File: src/rtl/cpu_key_driver.sv
// Computer-opponent key generator: emits a raw key level and one-cycle press pulse
// gated by an LFSR-vs-difficulty compare. Optional press counter via CPU_KEY_DRIVER_COUNT_EN.
module cpu_key_driver #(
  parameter int                LFSR_W      = 10,
  parameter int                HOLD_CYCLES = 3,
  parameter int                GAP_CYCLES  = 2,
  parameter logic [LFSR_W-1:0] SEED        = 10'h001
) (
  input  logic              clk,
  input  logic              reset,
  input  logic              enable,
  input  logic [LFSR_W-1:0] difficulty,
`ifdef CPU_KEY_DRIVER_COUNT_EN
  output logic [7:0]        press_count,
`endif
  output logic              key_level,
  output logic              press_pulse,
  output logic              busy
);

  localparam logic [1:0] IDLE    = 2'd0;
  localparam logic [1:0] PRESS   = 2'd1;
  localparam logic [1:0] RELEASE = 2'd2;

  localparam logic [3:0] HOLD_LOAD = 4'(HOLD_CYCLES - 1);
  localparam logic [3:0] GAP_LOAD  = 4'(GAP_CYCLES - 1);

  // An all-zero seed would lock the LFSR at zero forever.
  localparam logic [LFSR_W-1:0] SEED_SAFE = (SEED == '0) ? LFSR_W'(1) : SEED;

  logic [1:0]        state;
  logic [3:0]        cnt;
  logic              first;
  logic [LFSR_W-1:0] lfsr;

  // NOTE: all state uses non-blocking assignments so every register samples pre-edge values.
  always_ff @(posedge clk) begin
    if (reset) begin
      state <= IDLE;
      cnt   <= '0;
      first <= 1'b0;
      lfsr  <= SEED_SAFE;
    end else begin
      lfsr <= {lfsr[LFSR_W-2:0], lfsr[9] ^ lfsr[6]};
      case (state)
        IDLE: begin
          first <= 1'b0;
          if (enable && (lfsr < difficulty)) begin
            state <= PRESS;
            cnt   <= HOLD_LOAD;
            first <= 1'b1;
          end
        end
        PRESS: begin
          first <= 1'b0;
          // Losing enable ends the hold early but still runs the full gap.
          if (!enable || cnt == 4'd0) begin
            state <= RELEASE;
            cnt   <= GAP_LOAD;
          end else begin
            cnt <= cnt - 4'd1;
          end
        end
        RELEASE: begin
          first <= 1'b0;
          if (cnt == 4'd0) state <= IDLE;
          else             cnt   <= cnt - 4'd1;
        end
        default: begin
          state <= IDLE;
          cnt   <= '0;
          first <= 1'b0;
        end
      endcase
    end
  end

  assign key_level   = (state == PRESS);
  assign press_pulse = (state == PRESS) && first;
  assign busy        = (state == PRESS) || (state == RELEASE);

`ifdef CPU_KEY_DRIVER_COUNT_EN
  always_ff @(posedge clk) begin
    if (reset)                                   press_count <= '0;
    else if (press_pulse && press_count != 8'hFF) press_count <= press_count + 8'd1;
  end
`endif

endmodule
File: config.mk
export PLATFORM = sky130hd
export DESIGN_NAME = cpu_key_driver
export DESIGN_NICKNAME = d
export VERILOG_FILES = /design/src/rtl/cpu_key_driver.sv
export SDC_FILE = /design/constraint.sdc
export NUM_CORES = 1
export LEC_CHECK = 0
export BUFFER_PORTS_ARGS = -buffer_cell sky130_fd_sc_hd__buf_2
export CELL_PAD_IN_SITES_DETAIL_PLACEMENT = 1
export CELL_PAD_IN_SITES_GLOBAL_PLACEMENT = 1
export CORE_ASPECT_RATIO = 1.1
export CORE_MARGIN = 10
export CORE_UTILIZATION = 37
export DETAILED_ROUTE_END_ITERATION = 16
export GPL_ROUTABILITY_DRIVEN = 0
export PLACE_DENSITY = 0.8
export SLEW_MARGIN = 20
export SYNTH_ARGS = -nofsm -noshare
export SYNTH_HDL_FRONTEND = slang
export SYNTH_SLANG_ARGS = --single-unit
File: constraint.sdc
create_clock -name clk -period 1.67 [get_ports clk]
set_input_delay 0.167 -clock clk [delete_from_list [all_inputs] [get_ports clk]]
set_output_delay 0.167 -clock clk [all_outputs]
set_load 0.1 [all_outputs]
=== Word-level counts from Yosys, hierarchy flattened ===
Cells that the tools add are included.

* Add/subtract/negate cells: 1
* $mul: 0
* Divide/modulo/power cells: 0
* Magnitude comparators: 1
* Eq/ne operators: 6
* Shift operators: 0
* Mux-type cells: 9
* Bitwise operators: 2
* Reductions and logical operators: 10

{| class="wikitable"
|+ Operators by type and width
! cell !! count
|-
| 2-to-1 mux 4 bit || 3
|-
| case mux 4 bit (3 select lines) || 1
|-
| < comparator 10 bit || 1
|-
| 2-to-1 mux 2 bit || 3
|-
| inequality test 2 bit, second input constant || 3
|-
| case mux 2 bit (3 select lines) || 1
|-
| logical NOT 4 bit || 1
|-
| subtractor 4 x 1 -> 4 bit, second input constant || 1
|-
| AND reduction 3 bit || 1
|-
| == test 2 x 1 -> 1 bit, second input constant || 1
|-
| == test 2 bit, second input constant || 1
|-
| logical AND 1 bit || 2
|-
| logical NOT 2 bit || 1
|-
| logical OR 1 bit || 2
|-
| inequality test 2 x 1 -> 1 bit, second input constant || 1
|-
| AND reduction 2 bit || 1
|-
| OR reduction 2 bit || 1
|-
| logical NOT 1 bit || 1
|-
| 2-to-1 mux 1 bit || 1
|-
| inverter 1 bit || 1
|-
| XOR 1 bit || 1
|}

* Register bits after elaboration: 17
* Latch bits: 0
* RAM bits: 0
* Bits in read-only memories: 0
* Bits of input ports: 13
* Output and inout bits: 3
* Word-level logic and storage cells: 33
* Memories: 0

=== Logic depth before layout (Yosys ltp) ===
Gate-level depths: netlist of the first run.

* Depth in word-level cells: 4
* Gate-level depth with buffers: 8
* Depth with buffers taken out: 8

=== Worst setup path before layout of the first run ===
No wires, ideal clock.

* Path type: flip-flop to output port
* Start: register state[1]
* End: output port press_pulse
* Arrival: 2.168 ns
* Data required time: 1.503 ns
* Slack: -0.665 ns
* Cell stages (with the launch flop): 4
* Path buffers: 0
* Path through: dfxtp_1 > inv_1 > ha_1 > and2_1

* Cells in the longest elaborated chain, start to end: 2

{| class="wikitable"
|+ Ends and longest elaborated chain
! item !! RTL line !! source
|-
| start: declaration || 31 || <nowiki>logic [1:0] state;</nowiki>
|-
| start signal: assignment || 39 || <nowiki>state <= IDLE;</nowiki>
|-
| start signal: assignment || 49 || <nowiki>state <= PRESS;</nowiki>
|-
| start signal: assignment || 58 || <nowiki>state <= RELEASE;</nowiki>
|-
| == test 2 x 1 -> 1 bit || -- ||
|-
| via key_level || 16 || <nowiki>output logic key_level,</nowiki>
|-
| logical AND 1 bit || 79 || <nowiki>assign press_pulse = (state == PRESS) && first;</nowiki>
|-
| end: declaration || 17 || <nowiki>output logic press_pulse,</nowiki>
|}

The timed path passes the listed nets, and every way through them passes these cells.

=== Worst setup path after layout of the first run ===
* Start: register lfsr[4]
* End: register cnt[2]

* Cells in the longest elaborated chain, start to end: 4

{| class="wikitable"
|+ Ends and longest elaborated chain
! item !! RTL line !! source
|-
| start: declaration || 34 || <nowiki>logic [LFSR_W-1:0] lfsr;</nowiki>
|-
| start signal: assignment || 44 || <nowiki>lfsr <= {lfsr[LFSR_W-2:0], lfsr[9] ^ lfsr[6]};</nowiki>
|-
| < comparator 10 bit || 48 || <nowiki>if (enable && (lfsr < difficulty)) begin</nowiki>
|-
| logical AND 1 bit || 48 ||
|-
| inequality test 2 bit (no source line) || -- ||
|-
| AND reduction 2 bit (no source line) || -- ||
|-
| end signal: assignment || 61 || <nowiki>cnt <= cnt - 4'd1;</nowiki>
|-
| end signal: assignment || 67 || <nowiki>else cnt <= cnt - 4'd1;</nowiki>
|-
| end: declaration || 32 || <nowiki>logic [3:0] cnt;</nowiki>
|}

No other way between the ends.
A chain may end at the register's enable or synchronous reset.

==> results of run 1 <==
[where the power goes]
part           internal [mW]  switching, mW  total, mW  leakage (nW)
Clock                 0.0909          0.143      0.234        0.0139
Sequential             0.464         0.0374      0.501         0.141
Combinational          0.465          0.630       1.09         0.480
[cells in the final DEF, fill, tap and decap left out, types with 2 or more instances in the layout]
master	n
sky130_fd_sc_hd__a21oi_1	2
sky130_fd_sc_hd__a21oi_2	2
sky130_fd_sc_hd__buf_12	2
sky130_fd_sc_hd__buf_2	12
sky130_fd_sc_hd__buf_4	13
sky130_fd_sc_hd__clkbuf_4	4
sky130_fd_sc_hd__dfxtp_1	12
sky130_fd_sc_hd__dfxtp_2	5
sky130_fd_sc_hd__ha_1	12
sky130_fd_sc_hd__ha_4	3
sky130_fd_sc_hd__inv_1	14
sky130_fd_sc_hd__nand2_1	5
sky130_fd_sc_hd__nand2b_1	2
sky130_fd_sc_hd__nor2_1	4
sky130_fd_sc_hd__nor2b_1	11
sky130_fd_sc_hd__nor3_1	3
sky130_fd_sc_hd__o21ai_0	2
sky130_fd_sc_hd__o21ai_1	2
sky130_fd_sc_hd__o21ai_2	3
sky130_fd_sc_hd__or3_1	2
[worst paths after layout]
| path | from | endpoint |
|---|---|---|
| max reg2reg | lfsr[4]$_SDFF_PP0_ | cnt[2]$_SDFFE_PP0P_ |
| min reg2reg | lfsr[2]$_SDFF_PP0_ | lfsr[3]$_SDFF_PP0_ |
| min | reset | lfsr[4]$_SDFF_PP0_ |
| max | lfsr[4]$_SDFF_PP0_ | cnt[2]$_SDFFE_PP0P_ |
[layer usage]
| metal | track usage | vias to the layer above | share of wire |
|---|---|---|---|
| met4 | 0.0482 | 0 | 0.034 |
| met1 | 0.104 | 417 | 0.42 |
| met3 | 0.0197 | 8 | 0.024 |
| met2 | 0.196 | 15 | 0.52 |
| met5 | 0 | - | 0 |
| li1 | - | 434 | - |
[cells in the mapped netlist (all sizes together)]
cell type   n
and4        1
o41ai       1
nand3       1
nor3b       1
a2111oi     1
o221a       1
mux2i       2
a211oi      1
and2b       1
a22oi       2
clkbuf      2
a211o       1
nor3        3
nand4       1
o21ai       7
nor2        5
nand2b      2
a31oi       1
dfxtp      17
inv        15
nor2b      11
xnor2       1
and2        1
or3b        1
or3         3
nand2       5
a21oi       4
o21a        2
ha         16
[layout make-up]
type                    instances  area (µm²)
clock buffers                   3        22.5
clock inverters                 1        7.51
fillers                       308        1200
inverters                      15        56.3
multi-input cells              76         688
flip-flops and latches         17         347
well taps                      31        38.8
repair buffers                 28         205
[through the flow]
stage	instance area [µm²]	hold WS, ns	util
after floorplan	1030	0.429	-
after global placement	1240	0.442	0.484
after detailed placement	1240	0.464	0.484
after CTS	1320	0.257	0.513
after global routing	1370	0.290	0.532
final	1370	0.269	0.532
[state kept, by name (all words and copies together), names as in the netlist]
name / cells
cnt: 4
first: 1
lfsr: 10
state: 2
[cells by family (layout without fill, tap and decap cells)]
group	Yosys count	after routing	share of synthesized area
multiplexers	2	2	0.0197
XOR/XNOR	1	1	0.00861
AO/OA/AOI/OAI	21	21	0.170
AND/OR/NAND/NOR	36	36	0.207
buffers and inverters	17	47	0.0639
adder cells (fa/ha/maj)	16	16	0.197
flip-flops	17	17	0.335
[timing repair]
item                       in CTS  in global routing
cloned                          0                  0
setup buffers                   2                  1
hold buffers                    0                  0
resized for setup               9                 13
setup endpoints to repair       6                  9
pin swaps                       6                  4
==> results.rst, run 1 <==
.. list-table::
   :header-rows: 1

   * - Metric
     - Value
   * - Outcome
     - finished, violations left
   * - Violated checks
     - setup timing
   * - Maximum number of buffers from clock root to sink
     - 2
   * - Slew HR
     - 0.682
   * - Yosys warning total
     - 0
   * - Overall Power
     - 1.83 mW
   * - Number of cells on the worst reg-to-reg path
     - 7
   * - Source-to-sink clock delay at the later pin of the worst-skew pair
     - 0.29 ns
   * - Total global-route track usage
     - 0.102
   * - Clock-pin slew on the worst setup and hold paths
     - 0.12 ns
   * - Placed insts
     - 164
   * - Slowest cell on crit path
     - sky130_fd_sc_hd__or3_4
   * - Detailed placement HPWL
     - 1950 µm
   * - Leakage power of the design
     - 0.635 nW
   * - Worst setup margin
     - -0.270 ns
   * - Setup tns final
     - -1.10 ns
   * - Total iterations of the first detailed-routing run
     - 2
   * - Pin count of the biggest net entering global routing
     - 20
   * - Antenna-violating nets left
     - 0
   * - Slowest stage delay, CP
     - 0.39 ns
   * - Syn Std Cell Area
     - 1020 µm²
   * - Aggregate global routing overflow
     - 0
   * - Antenna cells
     - 0
   * - Count of unique library cells instantiated by Yosys
     - 35
   * - Final number of hold-violating endpoints
     - 0
   * - Mean Syn Cell Area
     - 9.25 µm²
   * - Number of standard cells in the final layout excluding fillers
     - 171
   * - Cells traversed along the worst timing path
     - ha_1 > o21a_1 > a21oi_2 > o21a_2 > o21ai_2 > or3_4 > o41ai_2
   * - Ratio of routed vias to standard cells
     - 5.11
   * - Final layout net count
     - 170
   * - Via total after detailed routing
     - 874
   * - Type of the worst setup path
     - register to register
   * - Data required time of the worst path
     - 1.87 ns
   * - Final critical-path share of the clock period
     - 1.16
   * - Number of global-route vias before repair
     - 993
   * - Type of the tightest min-delay check
     - input port to register
   * - Slack of the worst reg-to-reg path
     - -0.27 ns
   * - # Max-Cap Violations
     - 0
   * - Area growth from synthesis to layout
     - 34.2%
   * - Post-Syn Nets
     - 139
   * - Worst slack at placement
     - -0.325 ns
   * - Hold Crit Depth
     - 2
   * - WP depth
     - 7
   * - Dominant cell type by area after synthesis
     - sky130_fd_sc_hd__dfxtp_1
   * - Antenna violations before repair
     - 0
   * - Floorplan die height
     - 75.0 µm
   * - I/O pin total
     - 16
   * - Cell count after synthesis
     - 110
   * - Clock skew after layout
     - 0.00790 ns
   * - CP Max Fanout
     - 4
   * - Maximum operating frequency
     - 515 MHz
   * - DIE AREA
     - 5250 µm²
   * - Total clock buffers created by CTS
     - 3
   * - DRT Wirelength
     - 2620 µm
   * - TritonCTS clock tree
     - yes
   * - DRC marker count from the first detailed-route iteration
     - 24
   * - Clock sink total
     - 17
   * - Setup repair after global routing missed its margin
     - true
   * - First-pass GRT wire length
     - 4400 µm
   * - Maximum level of the CTS H-tree
     - 1
   * - Flip-flop and latch count after synthesis
     - 17
   * - Max-slew violation total from the final report
     - 0
   * - Slew of the pin with the lowest slew margin
     - 0.476 ns
   * - Total power per unit cell area
     - 1340 nW/µm²
   * - Remaining design rule violation count
     - 0
   * - Average detailed-routed wire length per instance
     - 15.3 µm
   * - Final Critical Period
     - 1.94 ns
   * - Type of element launching the critical path
     - register
   * - Share of layout cells above drive strength 1
     - 0.429
   * - Peak supply drop
     - 1.06 mV
   * - Area share of the largest cell type after synthesis
     - 0.335
   * - Root Buffer Master
     - sky130_fd_sc_hd__clkbuf_4
   * - Placeable core area
     - 2570 µm²
   * - Endpoint kind of the worst setup timing path
     - register
   * - Cell family with the largest share of critical-path delay
     - compound AO/OA/AOI/OAI gates
   * - Number of input and output port buffers inserted
     - 15
   * - Number of core rows
     - 19
   * - Number of failing setup endpoints in the final timing report
     - 6
   * - Starting density of the core
     - 0.396
   * - Endpoint arrival time on the critical path
     - 2.14 ns
   * - Sequential cell area fraction in the yosys report
     - 0.335
   * - Die width
     - 70.0 µm
   * - Leading post-synthesis cells by cell area
     - sky130_fd_sc_hd__dfxtp_1, sky130_fd_sc_hd__ha_1, sky130_fd_sc_hd__nor2b_1
   * - Number of buffers and inverters on the critical path
     - 0
Note: power is estimated with default switching activity, not from simulation.
==> run 2, diff against run 1 <==
--- a/config.mk
+++ b/config.mk
@@ -5,13 +5,13 @@
 export SDC_FILE = /design/constraint.sdc
 export NUM_CORES = 1
 export LEC_CHECK = 0
-export BUFFER_PORTS_ARGS = -buffer_cell sky130_fd_sc_hd__buf_2
 export CELL_PAD_IN_SITES_DETAIL_PLACEMENT = 1
 export CELL_PAD_IN_SITES_GLOBAL_PLACEMENT = 1
 export CORE_ASPECT_RATIO = 1.1
 export CORE_MARGIN = 10
-export CORE_UTILIZATION = 37
+export CORE_UTILIZATION = 42
 export DETAILED_ROUTE_END_ITERATION = 16
+export DONT_BUFFER_PORTS = 1
 export GPL_ROUTABILITY_DRIVEN = 0
 export PLACE_DENSITY = 0.8
 export SLEW_MARGIN = 20
==> results.rst, run 2 (synthesis results as in run 1) <==
.. list-table::
   :header-rows: 1

   * - Metric
     - Value
   * - Source-to-sink clock delay at the later pin of the worst-skew pair
     - 0.33 ns
   * - Final layout net count
     - 168
   * - Ratio of routed vias to standard cells
     - 5.40
   * - Detailed placement HPWL
     - 1970 µm
   * - Most used cells in the layout excluding fill and tap cells
     - sky130_fd_sc_hd__inv_1, sky130_fd_sc_hd__buf_4, sky130_fd_sc_hd__ha_1, sky130_fd_sc_hd__nor2b_1, sky130_fd_sc_hd__dlygate4sd3_1
   * - Final-layout fill cell count
     - 252
   * - Final number of hold-violating endpoints
     - 0
   * - Placed Instance Area
     - 1190 µm²
   * - Via total after detailed routing
     - 907
   * - Total power per unit cell area
     - 1310 nW/µm²
   * - Data required time of the worst path
     - 1.90 ns
   * - Type of the tightest min-delay check
     - input port to register
   * - Number of global-route vias before repair
     - 1003
   * - Number of core rows
     - 18
   * - Launching point of the worst reg2reg path
     - lfsr[6]$_SDFF_PP0_
   * - Antenna-violating nets left
     - 0
   * - Setup bufs post-CTS
     - 0
   * - Outcome
     - finished, violations left
   * - Number of cells on the worst reg-to-reg path
     - 7
   * - Placeable core area
     - 2270 µm²
   * - Antenna violations before repair
     - 0
   * - Largest register FFs
     - 10
   * - Overall Power
     - 1.82 mW
   * - Worst setup margin
     - -0.216 ns
   * - Hold Crit Depth
     - 3
   * - Fin area
     - 1380 µm²
   * - First-pass GRT wire length
     - 4790 µm
   * - Maximum level of the CTS H-tree
     - 1
   * - DIE AREA
     - 4790 µm²
   * - Number of input and output port buffers inserted
     - 0
   * - Remaining design rule violation count
     - 0
   * - Share of layout cells above drive strength 1
     - 0.326
   * - Flop pwr share
     - 0.275
   * - Most frequent standard cell in the layout excluding fill and tap cells
     - sky130_fd_sc_hd__inv_1
   * - Leakage power of the design
     - 0.655 nW
   * - Total global-route track usage
     - 0.127
   * - Slew of the pin with the lowest slew margin
     - 0.488 ns
   * - Start point of the worst hold path
     - reset
   * - I/O pin total
     - 16
   * - Maximum operating frequency
     - 530 MHz
   * - Type of element launching the critical path
     - register
   * - Endpoint arrival time on the critical path
     - 2.12 ns
   * - Die width
     - 66.9 µm
   * - Root Buffer Master
     - sky130_fd_sc_hd__clkbuf_4
   * - Type of the worst setup path
     - register to register
   * - Antenna cells
     - 0
   * - Endpoint kind of the worst setup timing path
     - register
   * - Area growth from synthesis to layout
     - 36.0%
   * - Register containing the most flip-flops in the final layout
     - lfsr
   * - Biggest registers after layout
     - lfsr x10, cnt x4, state x2
   * - Clock skew after layout
     - 0.0161 ns
   * - Total clock buffers created by CTS
     - 3
   * - Average detailed-routed wire length per instance
     - 20.4 µm
   * - DRC marker count from the first detailed-route iteration
     - 29
   * - Violated checks
     - setup timing
   * - TritonCTS clock tree
     - yes
   * - Power share of the clock group
     - 0.141
   * - Setup repair after global routing missed its margin
     - true
   * - CP Max Fanout
     - 5
   * - Final critical-path share of the clock period
     - 1.13
   * - Slew HR
     - 0.674
   * - # Max-Cap Violations
     - 0
   * - Clock sink total
     - 17
   * - Comb pwr share
     - 0.583
   * - Internal Dissipation
     - 967 µW
   * - Peak supply drop
     - 1.38 mV
   * - Slack of the worst reg-to-reg path
     - -0.22 ns
   * - Switching power as a share of total power
     - 0.468
   * - Starting density of the core
     - 0.447
   * - Clock-pin slew on the worst setup and hold paths
     - 0.12 ns
   * - Hold worst-path end
     - cnt[3]$_SDFFE_PP0P_
   * - Number of failing setup endpoints in the final timing report
     - 6
   * - Final Critical Period
     - 1.89 ns
   * - Aggregate global routing overflow
     - 0
   * - Maximum number of buffers from clock root to sink
     - 2
   * - Total iterations of the first detailed-routing run
     - 5
   * - Max-slew violation total from the final report
     - 0
   * - Floorplan die height
     - 71.6 µm
   * - Worst reg2reg path endpoint
     - cnt[2]$_SDFFE_PP0P_
   * - Pin count of the biggest net entering global routing
     - 15
   * - DRT Wirelength
     - 3430 µm
   * - Switching pwr
     - 851 µW
[run 2: changes by cell type in the layout (fill, tap and decap cells not counted), moves of 2 or more]
cell / change
sky130_fd_sc_hd__buf_2: -12
sky130_fd_sc_hd__dlygate4sd3_1: +11
sky130_fd_sc_hd__dfxtp_1: -2
sky130_fd_sc_hd__dfxtp_2: +2
[run 2: per-stage QoR]
| step | util | TNS, ns | hold WS [ns] | worst slack (ns) | instances |
|---|---|---|---|---|---|
| floorplan | - | -0.389 | 0.429 | -0.151 | 110 |
| global placement | 0.522 | -0.620 | 0.241 | -0.191 | 153 |
| detailed placement | 0.522 | -1.02 | 0.242 | -0.245 | 153 |
| CTS | 0.590 | -0.945 | 0.0275 | -0.221 | 168 |
| global route | 0.608 | -1.35 | 0.0388 | -0.262 | 168 |
| finish | 0.608 | -0.932 | 0.0113 | -0.216 | 168 |
[run 2: how the worst max path moves through the flow]
stage / startpoint / endpoint / slack, ns / cells after the start
3_3_place_gp: lfsr[3]$_SDFF_PP0_ / cnt[2]$_SDFFE_PP0P_ / -0.19 / 7
5_1_grt: lfsr[2]$_SDFF_PP0_ / cnt[2]$_SDFFE_PP0P_ / -0.26 / 7
2_1_floorplan: lfsr[3]$_SDFF_PP0_ / cnt[2]$_SDFFE_PP0P_ / -0.15 / 7
4_1_cts: lfsr[3]$_SDFF_PP0_ / cnt[2]$_SDFFE_PP0P_ / -0.22 / 7
6_report: lfsr[6]$_SDFF_PP0_ / cnt[2]$_SDFFE_PP0P_ / -0.22 / 7
3_5_place_dp: lfsr[3]$_SDFF_PP0_ / cnt[2]$_SDFFE_PP0P_ / -0.24 / 7
[run 2: repair_timing]
item,CTS,global route
endpoints found under the hold margin,16,0
resized for setup,4,13
setup endpoints to repair,6,8
pin swaps,6,5
cloned,0,0
hold buffers,11,0
[run 2: layout make-up]
cell class                 instances  area, µm²  area share
multi-input combinational         76        676       0.488
timing repair buffer              26        235       0.170
tap                               30       37.5      0.0271
clock buffer                       3       22.5      0.0163
clock inverter                     1       7.51     0.00542
sequential                        17        349       0.252
inverter                          15       56.3      0.0407
[run 2: metal layers]
metal  global-route usage  part of all wire  up-vias
met2                0.234              0.52       34
met5                    0                 0        -
li1                     -                 -      429
met3               0.0358             0.059       13
met1                0.134              0.38      431
met4               0.0342             0.036        0
[run 2: power by group through the flow]
stage          clock network, mW  registers, mW  logic (mW)
6_report                   0.257          0.501        1.06
3_5_place_dp                   0          0.502       0.965
2_1_floorplan                  0          0.507       0.682
3_3_place_gp                   0          0.496       0.930
4_1_cts                    0.248          0.495       0.984
5_1_grt                    0.269          0.506        1.12
[run 2: critical path, cell delays in order (launching register included)]
cell and delay [ns]:
sky130_fd_sc_hd__dfxtp_2 0.36, sky130_fd_sc_hd__ha_1 0.22, sky130_fd_sc_hd__a211oi_4 0.23, sky130_fd_sc_hd__o21ai_2 0.12, sky130_fd_sc_hd__a22oi_2 0.19, sky130_fd_sc_hd__o21ai_2 0.12
sky130_fd_sc_hd__or3_4 0.35, sky130_fd_sc_hd__o41ai_2 0.19
